===== config.mk =====
export PLATFORM = sky130hd
export DESIGN_NAME = sprite_rom_arbiter
export DESIGN_NICKNAME = d
export VERILOG_FILES = /design/src/rtl/sprite_rom_arbiter.sv
export SDC_FILE = /design/constraint.sdc
export NUM_CORES = 1
export LEC_CHECK = 0
export CORE_MARGIN = 2
export CORE_UTILIZATION = 29
export CTS_CLUSTER_SIZE = 25
export DETAILED_ROUTE_END_ITERATION = 8
export SYNTH_ARGS = -nofsm -noshare
export SYNTH_HDL_FRONTEND = slang
export SYNTH_SLANG_ARGS = --single-unit

===== constraint.sdc =====
create_clock -name vga_clk -period 2.59 [get_ports vga_clk]
set_input_delay 0.6475 -clock vga_clk [delete_from_list [all_inputs] [get_ports vga_clk]]
set_output_delay 0.6475 -clock vga_clk [all_outputs]
set_load 0.03 [all_outputs]

===== src/rtl/sprite_rom_arbiter.sv =====
// Shares one synchronous sprite ROM between display fetch and game-logic reads. The grant is combinational.
// Read data returns one cycle after the grant. Display has priority, and a starved CPU request is forced through.
module sprite_rom_arbiter #(
  parameter int ADDR_W     = 13,
  parameter int DATA_W     = 3,
  parameter int STARVE_MAX = 8
) (
  input  logic              vga_clk,
  input  logic              reset_n,
  input  logic              disp_req,
  input  logic [ADDR_W-1:0] disp_addr,
  output logic              disp_gnt,
  output logic              disp_valid,
  output logic [DATA_W-1:0] disp_data,
  input  logic              cpu_req,
  input  logic [ADDR_W-1:0] cpu_addr,
  output logic              cpu_gnt,
  output logic              cpu_valid,
  output logic [DATA_W-1:0] cpu_data,
  output logic [ADDR_W-1:0] rom_addr,
  input  logic [DATA_W-1:0] rom_q,
  output logic              disp_miss,
  output logic [15:0]       miss_count
);

  typedef enum logic [1:0] {
    OWN_NONE = 2'd0,
    OWN_DISP = 2'd1,
    OWN_CPU  = 2'd2
  } owner_t;

  localparam logic [3:0] STARVE_LIM = 4'(STARVE_MAX);

  owner_t      owner_q;
  owner_t      owner_d;
  logic [3:0]  starve_q;
  logic [3:0]  starve_d;
  logic [15:0] miss_cnt_q;
  logic [15:0] miss_cnt_d;
  logic        force_cpu;

  assign force_cpu = cpu_req && (starve_q == STARVE_LIM);

  always_ff @(posedge vga_clk or negedge reset_n) begin
    if (!reset_n) begin
      owner_q    <= OWN_NONE;
      starve_q   <= 4'd0;
      miss_cnt_q <= 16'd0;
    end else begin
      owner_q    <= owner_d;
      starve_q   <= starve_d;
      miss_cnt_q <= miss_cnt_d;
    end
  end

  // The grant decides both the ROM address and the owner of the next cycle's read data.
  always_comb begin
    owner_d  = OWN_NONE;
    disp_gnt = 1'b0;
    cpu_gnt  = 1'b0;
    rom_addr = '0;
    if (reset_n) begin
      if (force_cpu || (cpu_req && !disp_req)) begin
        cpu_gnt  = 1'b1;
        rom_addr = cpu_addr;
        owner_d  = OWN_CPU;
      end else if (disp_req) begin
        disp_gnt = 1'b1;
        rom_addr = disp_addr;
        owner_d  = OWN_DISP;
      end
    end
  end

  // The counter is bounded by STARVE_MAX: once it reaches that value, the CPU is granted.
  always_comb begin
    starve_d = 4'd0;
    if (cpu_req && !cpu_gnt) begin
      starve_d = starve_q + 4'd1;
    end
  end

  assign disp_miss = reset_n && disp_req && !disp_gnt;

  always_comb begin
    miss_cnt_d = miss_cnt_q;
    if (disp_miss && (miss_cnt_q != 16'hFFFF)) begin
      miss_cnt_d = miss_cnt_q + 16'd1;
    end
  end

  assign miss_count = miss_cnt_q;

  assign disp_valid = (owner_q == OWN_DISP);
  assign cpu_valid  = (owner_q == OWN_CPU);
  assign disp_data  = disp_valid ? rom_q : '0;
  assign cpu_data   = cpu_valid  ? rom_q : '0;

endmodule


; ---- Word-level counts from Yosys, hierarchy flattened
; Cells that the tools add are included.
[totals]
reg_bits = 22
inputBits = 33
output_inout_bits = 40
word_cells = 33
[op_classes]
add_sub_neg = 2
eq_ne = 4
mux = 14
n_reduce_logical = 10
[ops]
columns = operator, count
row1 = $mux W13, 3
row2 = $add A16 B1 Y16 const B, 1
row3 = $ne A16 B16 Y1 const B, 1
row4 = $logic_and A1 B1 Y1, 6
row5 = $mux W1, 6
row6 = $mux W3, 2
row7 = $add A4 B1 Y4 const B, 1
row8 = $eq A4 B4 Y1 const B, 1
row9 = $mux W2, 2
row10 = $mux W4, 1
row11 = $logic_not A1 Y1, 3
row12 = $eq A2 B1 Y1 const B, 1
row13 = $eq A2 B2 Y1 const B, 1
row14 = $logic_or A1 B1 Y1, 1

; ---- Longest topological paths before layout
; Gate-level depths: netlist of run 1.
[logic_depth]
depth_word = 8
mapped_depth = 6
ltp_nobuf = 6

; ---- Worst setup path after synthesis of run 1
; OpenSTA, ideal clock, no wires.
[synth_timing]
path_type = register to output
from = register starve_q[0]
to = output port rom_addr[10]
t_arrival_ns = 1.881
required_time_ns = 1.942
slack_ns = 0.062
stages_incl_launch_ff = 7
path_buffers = 1
path_cell_list = dfrtp_1 -> inv_1 -> ha_1 -> nand3b_4 -> o211a_1 -> buf_1 -> a22o_1
[synth_via]
elab_chain_len = 5
[synth_lines]
columns = item, line
row1 = start: declaration, 36  ; logic [3:0] starve_q;
row2 = start signal: assignment, 51  ; starve_q <= starve_d;
row3 = $eq A4 B4 Y1, 42  ; assign force_cpu = cpu_req && (starve_q == STARVE_LIM);
row4 = $logic_and A1 B1 Y1, 42
row5 = $logic_or A1 B1 Y1, 63  ; if (force_cpu || (cpu_req && !disp_req)) begin
row6 = $mux W13, 63
row7 = $mux W13, 62  ; if (reset_n) begin
row8 = end: declaration, 20  ; output logic [ADDR_W-1:0] rom_addr,
; Every way passes these cells.

; ---- Worst setup path after layout of run 1
[layout_timing]
from = input port rom_q[0]
to = output port cpu_data[0]
[layout_via]
elab_chain_len = 1
[layout_lines]
columns = item, line
row1 = start: declaration, 21  ; input logic [DATA_W-1:0] rom_q,
row2 = $mux W3, 97  ; assign cpu_data = cpu_valid ? rom_q : '0;
row3 = end: declaration, 19  ; output logic [DATA_W-1:0] cpu_data,
; Every way passes these cells.

==> run metrics, run 1 <==
CP endpoint kind output port; P&R area growth vs syn 70.57%; clock latency on the worst-skew pair approximately 0.26 ns; Final period util 98.42%; fin util 51.12%; DR vias 1234; first-pass GRT wire length 5809 um; vias in the first global route 1180; TNS Setup 0 ns; Final setup viols 0; outcome complete, no violations; Syn Area/Cell ~11 sq um; Min-Delay Path Class reg2reg; synthesized flop and latch total 22; total placed instance area 2102 sq um; hold_buf cts 0; antenna violations before repair 0; CP max FO 2; total nets after synthesis roughly 150; PD cells around 360 nW/um^2; VDD IR-drop max between 0.0003 and 0.0004 V; Post-Syn Instances about 120; Max clock buf depth 2; yosys synthesis warning count 0; Max Cap Violations 0; most common flop cell mapped by yosys dfrtp_1; Root Buffer clkbuf_8; Synth top area share a little over two fifths; Remaining Overflow, GRT 0; layout cells sized above 1 approximately 22%; total power about 0.79 mW; Post-synth EDFFs 0; CP peak stage delay roughly 0.66 ns; CTS tree yes; Slew Viols, Final 0; total track usage between 10% and 20%; Worst-path clk slew around 0.070 ns; minimum clock period approximately 2.5 ns; die width 71.08 um; effective utilization at floorplan around 30%; share of async-settable or async-resettable flops after synthesis between 90% and 100%; Final Cell Area between 2000 and 2500 sq um; worst hold margin about 0.5 ns; row cnt 24; drt pass-1 iters 4; DRC 0; Most common cell on crit path clkdlybuf4s50_1; P_leak 1.004 nW; gr busiest metal met2; Layout Skew between 0.006 and 0.007 ns; Final WS setup ~0.041 ns; f_max 0.3923 GHz; die area 5052 sq um; placer congestion estimate just over 0.8; wire length per cell around 15 um; sequential area share after synthesis about 42%; CORE AREA ~4400 sq um; clock net sink count 22; DRT iter0 DRCs 33; met3 Use GR 3.276%; worst slew pin tran between 0.3 and 0.4 ns; CTS Buf Count 3; dpl cells about 250; port buffer count about 70; final std cells w/o fill approximately 260; Final #Nets between 200 and 250; met1 Usage GRT 18.24%; Relative slew margins 76.88%; Buf/Inv on CP 2; I/O pin cnt between 70 and 80; unrepaired setup endpoints after global routing no; most common cell in the netlist dfrtp_1; post-route ant nets 0; largest net degree at the start of global routing 23; CP required 1.94 ns; GRT met2 Usage between 20% and 30%; Synth area leaders dfrtp_1, a22o_1, xnor2_1; final WL 3830 um; Syn Std Cell Area about 1300 sq um; CP Launch Type input pin; synth cell count leaders dfrtp_1, a22o_1, xnor2_1; area leader, netlist dfrtp_1; H-tree levels 1; Antenna Cells 0; top cell family by delay on the critical path buffers and inverters; dpl ws -0.1702 ns; CP Class in2out; Critical-path top delay cell clkdlybuf4s50_1; vias per cell between 4 and 5; final-report hold violation count 0; internal reg-to-reg setup slack around 0.70 ns; crit path cell chain clkdlybuf4s50_1 > and2_1 > clkdlybuf4s50_1; number of fill cells in the layout roughly 380; Cell variety after synth 34; worst path arrival time approximately 1.9 ns; Die Height 71.08 um
[power breakdown]
group          switching (mW)  internal [mW]  leakage, nW  total, mW
clock                   0.109          0.135       0.0288      0.244
combinational          0.0923         0.0986        0.673      0.191
sequential            0.00658          0.350        0.303      0.357
[cells in the final DEF (no fill, tap or decap), drive strengths merged, types with 5 or more instances in the layout]
cell type      count
clkdlybuf4s50     52
buf               27
dfrtp             22
a22o              13
xnor2             13
and2               9
nor2               7
nand3              7
nand2              5
[what timing repair did]
item                                    CTS  global route
endpoints found under the setup margin   13            15
hold endpoints to repair                  0             0
gates resized for setup                   4             8
setup buffers                             1             1
pin swaps                                 1             1
gates cloned                              0             2
[final cells by class]
cell class / count / area, sq um / area share, %
inverter: 4 / 15.01 / 0.6745
timing repair buffer: 83 / 773.2 / 34.74
multi-input combinational: 91 / 767.0 / 34.46
tap: 52 / 65.06 / 2.923
sequential: 22 / 550.5 / 24.73
clock buffer: 4 / 55.05 / 2.473
[sequential cells by signal, indices dropped and copies added, names as in the netlist]
register    cells
miss_count     16
starve_q        4
owner_q         2
[metal layers]
metal	vias up	part of all wire, %
li1	616	-
met5	-	0
met2	26	51
met4	0	1.1
met3	4	3.1
met1	588	44
[kinds of logic (layout without fill, tap and decap cells)]
family                     count (synthesis)  in the layout  share of synthesized area [%]
muxes                                      1              1                         0.8628
adders and majority gates                  3              3                          2.877
AOI/OAI and AO/OA                         25             26                          15.92
buffers and inverters                      6             91                          1.821
xor gates and xnor gates                  15             15                          10.07
and+or+nand+nor                           46             46                          26.27
DFF                                       22             22                          42.19
[worst paths after layout]
path,start,endpoint,cells after the start
hold reg to reg,starve_q[0]$_DFF_PN0_,starve_q[0]$_DFF_PN0_,1
setup / recovery,rom_q[0],cpu_data[0],3
max in group asynchronous,reset_n,miss_count[10]$_DFFE_PN0P_,3
setup reg to reg,starve_q[0]$_DFF_PN0_,miss_count[10]$_DFFE_PN0P_,7
hold / removal,starve_q[0]$_DFF_PN0_,starve_q[0]$_DFF_PN0_,1
min in group asynchronous,reset_n,owner_q[1]$_DFF_PN0_,3
Note: power is estimated with default switching activity, not from simulation.
==> inputs of run 2 (changes only) <==
--- a/config.mk
+++ b/config.mk
@@ -7,6 +7,7 @@
 export LEC_CHECK = 0
 export CORE_MARGIN = 2
 export CORE_UTILIZATION = 29
+export CTS_CLUSTER_DIAMETER = 120
 export CTS_CLUSTER_SIZE = 25
 export DETAILED_ROUTE_END_ITERATION = 8
 export SYNTH_ARGS = -nofsm -noshare
==> results of run 2 <==
Same layout as run 1: the final DEF is identical, and so are final timing and power.
==> inputs of run 3 (changes only) <==
--- a/config.mk
+++ b/config.mk
@@ -6,9 +6,10 @@
 export NUM_CORES = 1
 export LEC_CHECK = 0
 export CORE_MARGIN = 2
-export CORE_UTILIZATION = 29
+export CORE_UTILIZATION = 27
+export CTS_BUF_LIST = sky130_fd_sc_hd__clkbuf_2
 export CTS_CLUSTER_DIAMETER = 120
-export CTS_CLUSTER_SIZE = 25
+export CTS_CLUSTER_SIZE = 8
 export DETAILED_ROUTE_END_ITERATION = 8
 export SYNTH_ARGS = -nofsm -noshare
 export SYNTH_HDL_FRONTEND = slang
==> run 3 against run 2 <==
Compared with the run above:
- clock skew is 0.0071 ns higher
- critical path type unchanged
- routed wire length decreased by 2.1%
- register-to-register slack improved by 0.09 ns
- power down 0.57%
- maximum frequency is essentially flat
- first-iteration DRC count increased by 48%
- flip-flop and latch count unchanged
- highest routed layer unchanged
- die area rose by 7.0%
==> run metrics, run 3 (synthesis gave the netlist of run 1 again) <==
I/O pin cnt 73; Final period util a little over nine tenths; Worst-path clk slew between 0.2 and 0.25 ns; Die Height between 70 and 80 um; CORE AREA approximately 4700 sq um; unrepaired setup endpoints after global routing no; total internal power 0.5843 mW; antenna violations before repair 0; VDD IR-drop max approximately 0.00024 V; number of fill cells in the layout ~460; clock net sink count 22; Max Cap Violations 0; CP required just under 2 ns; Min-Delay Path Class reg2reg; DP Wirelength ~3000 um; final-report hold violation count 0; f_max slightly below 0.4 GHz; Relative slew margins 77.85%; switching power 0.2031 mW; Slew Viols, Final 0; vias per cell roughly 5; port buffer count 72; worst reg2reg startpoint miss_count[0]$_DFFE_PN0P_; CP endpoint kind output port; effective utilization at floorplan about 28%; Final WS setup 0.04065 ns; minimum clock period 2.549 ns; Metal-1 WL 1535 um; die width about 74 um; P_leak 1.021 nW; sequential share of power 45.2%; internal reg-to-reg setup slack 0.79 ns; Remaining Overflow, GRT 0; final WL around 3800 um; drt pass-1 iters 4; most common cell after layout, fill and taps aside clkdlybuf4s50_1; P&R area growth vs syn 70.09%; Layout Skew between 0.01 and 0.015 ns; first-pass GRT wire length approximately 5800 um; Hold Path Origin miss_count[10]$_DFFE_PN0P_; DRT iter0 DRCs 49; final std cells w/o fill about 260; CTS Buf Count 3; met2 routed WL 2094 um; H-tree levels 1; wire length per cell approximately 15 um; most frequent cells in the layout clkdlybuf4s50_1, buf_4, dfrtp_1, a22o_1, xnor2_1; DR vias 1272; Max clock buf depth 2; clock latency on the worst-skew pair approximately 0.32 ns; Root Buffer clkbuf_2; worst hold margin 0.5052 ns; met3 wire len around 68 um; CP max FO 2; Final Cell Area 2220 sq um; CTS tree yes; r2r endpoint miss_count[1]$_DFFE_PN0P_; Sw Ratio ~26%; row cnt 25; CP Launch Type input pin; Antenna Cells 0; largest net degree at the start of global routing 17; max reg flops 16; die area 5405 sq um; vias in the first global route between 1000 and 1500; Cells on Worst Hold Path 1; Final setup viols 0; Final #Nets 241; R2R cell count 5; top layer in use met4; post-route ant nets 0; Clock power frac 30.2%; total placed instance area 2115 sq um; total track usage 13.68%; hold_buf cts 0; PD cells 354.7 nW/um^2; layout cells sized above 1 22.55%; placer congestion estimate between 0.7 and 0.8; outcome complete, no violations; DRC 0; worst path arrival time between 1.5 and 2 ns; CP Class in2out; worst slew pin tran about 0.33 ns; dpl ws -0.1513 ns; Hold EP miss_count[10]$_DFFE_PN0P_; Gate power share about a quarter; dpl cells 250
[run 3: cell count changes in the layout (fill, tap and decap cells not counted), sizes merged]
cell           before  now
clkbuf              4    3
clkdlybuf4s50      52   50
dlygate4sd2         1    2
bufinv              0    1
buf                27   28
[run 3: timing repair]
action	CTS	global route
setup endpoints to repair	15	15
buffers inserted	2	1
cloned	1	0
pin swaps	1	0
gates resized for setup	5	5
[run 3: final cells by class]
| type | count | area [sq um] | share of cell area (%) |
|---|---|---|---|
| clock buffers | 3 | 15.01 | 0.6764 |
| clock inverters | 1 | 30.03 | 1.353 |
| inverters | 4 | 15.01 | 0.6764 |
| multi-input cells | 91 | 759.5 | 34.22 |
| flip-flops and latches | 22 | 550.5 | 24.80 |
| well taps | 54 | 67.56 | 3.044 |
| repair buffers | 83 | 782.0 | 35.23 |
[run 3: through the flow]
stage / utilization [%] / TNS (ns) / total power, mW
after detailed placement: 45.07 / -1.892 / 0.5489
after global placement: 45.07 / -1.067 / 0.5442
after global routing: 47.31 / 0 / 0.8208
final: 47.31 / 0 / 0.7873
after floorplan: - / 0 / 0.4403
after CTS: 46.83 / 0 / 0.7956
[run 3: per-layer routing]
layer  vias up  track usage, %
li1        617               -
met1       627           17.30
met2        22           23.31
met3         6           1.920
met4         0           5.455
met5         -               0
[run 3: how the worst max path moves through the flow]
stage,endpoint,from,slack (ns),depth (start not counted)
after floorplan,rom_addr[10],starve_q[0]$_DFF_PN0_,0.06,6
after global placement,rom_addr[5],reset_n,-0.09,4
after detailed placement,rom_addr[5],reset_n,-0.15,4
after CTS,rom_addr[5],starve_q[0]$_DFF_PN0_,0.009,6
after global routing,disp_data[2],rom_q[2],0.007,3
final,disp_data[2],rom_q[2],0.04,3
[run 3: power groups by stage]
stage / combinational, mW / clock [mW] / sequential [mW]
final: 0.194 / 0.237 / 0.356
after global routing: 0.206 / 0.257 / 0.357
after CTS: 0.195 / 0.244 / 0.356
after global placement: 0.181 / 0 / 0.363
after detailed placement: 0.185 / 0 / 0.364
after floorplan: 0.0747 / 0 / 0.366
[run 3: worst max-delay path, stage by stage]
cell and delay (ns):
clkdlybuf4s50_1 0.47, and2_1 0.11, clkdlybuf4s50_1 0.67
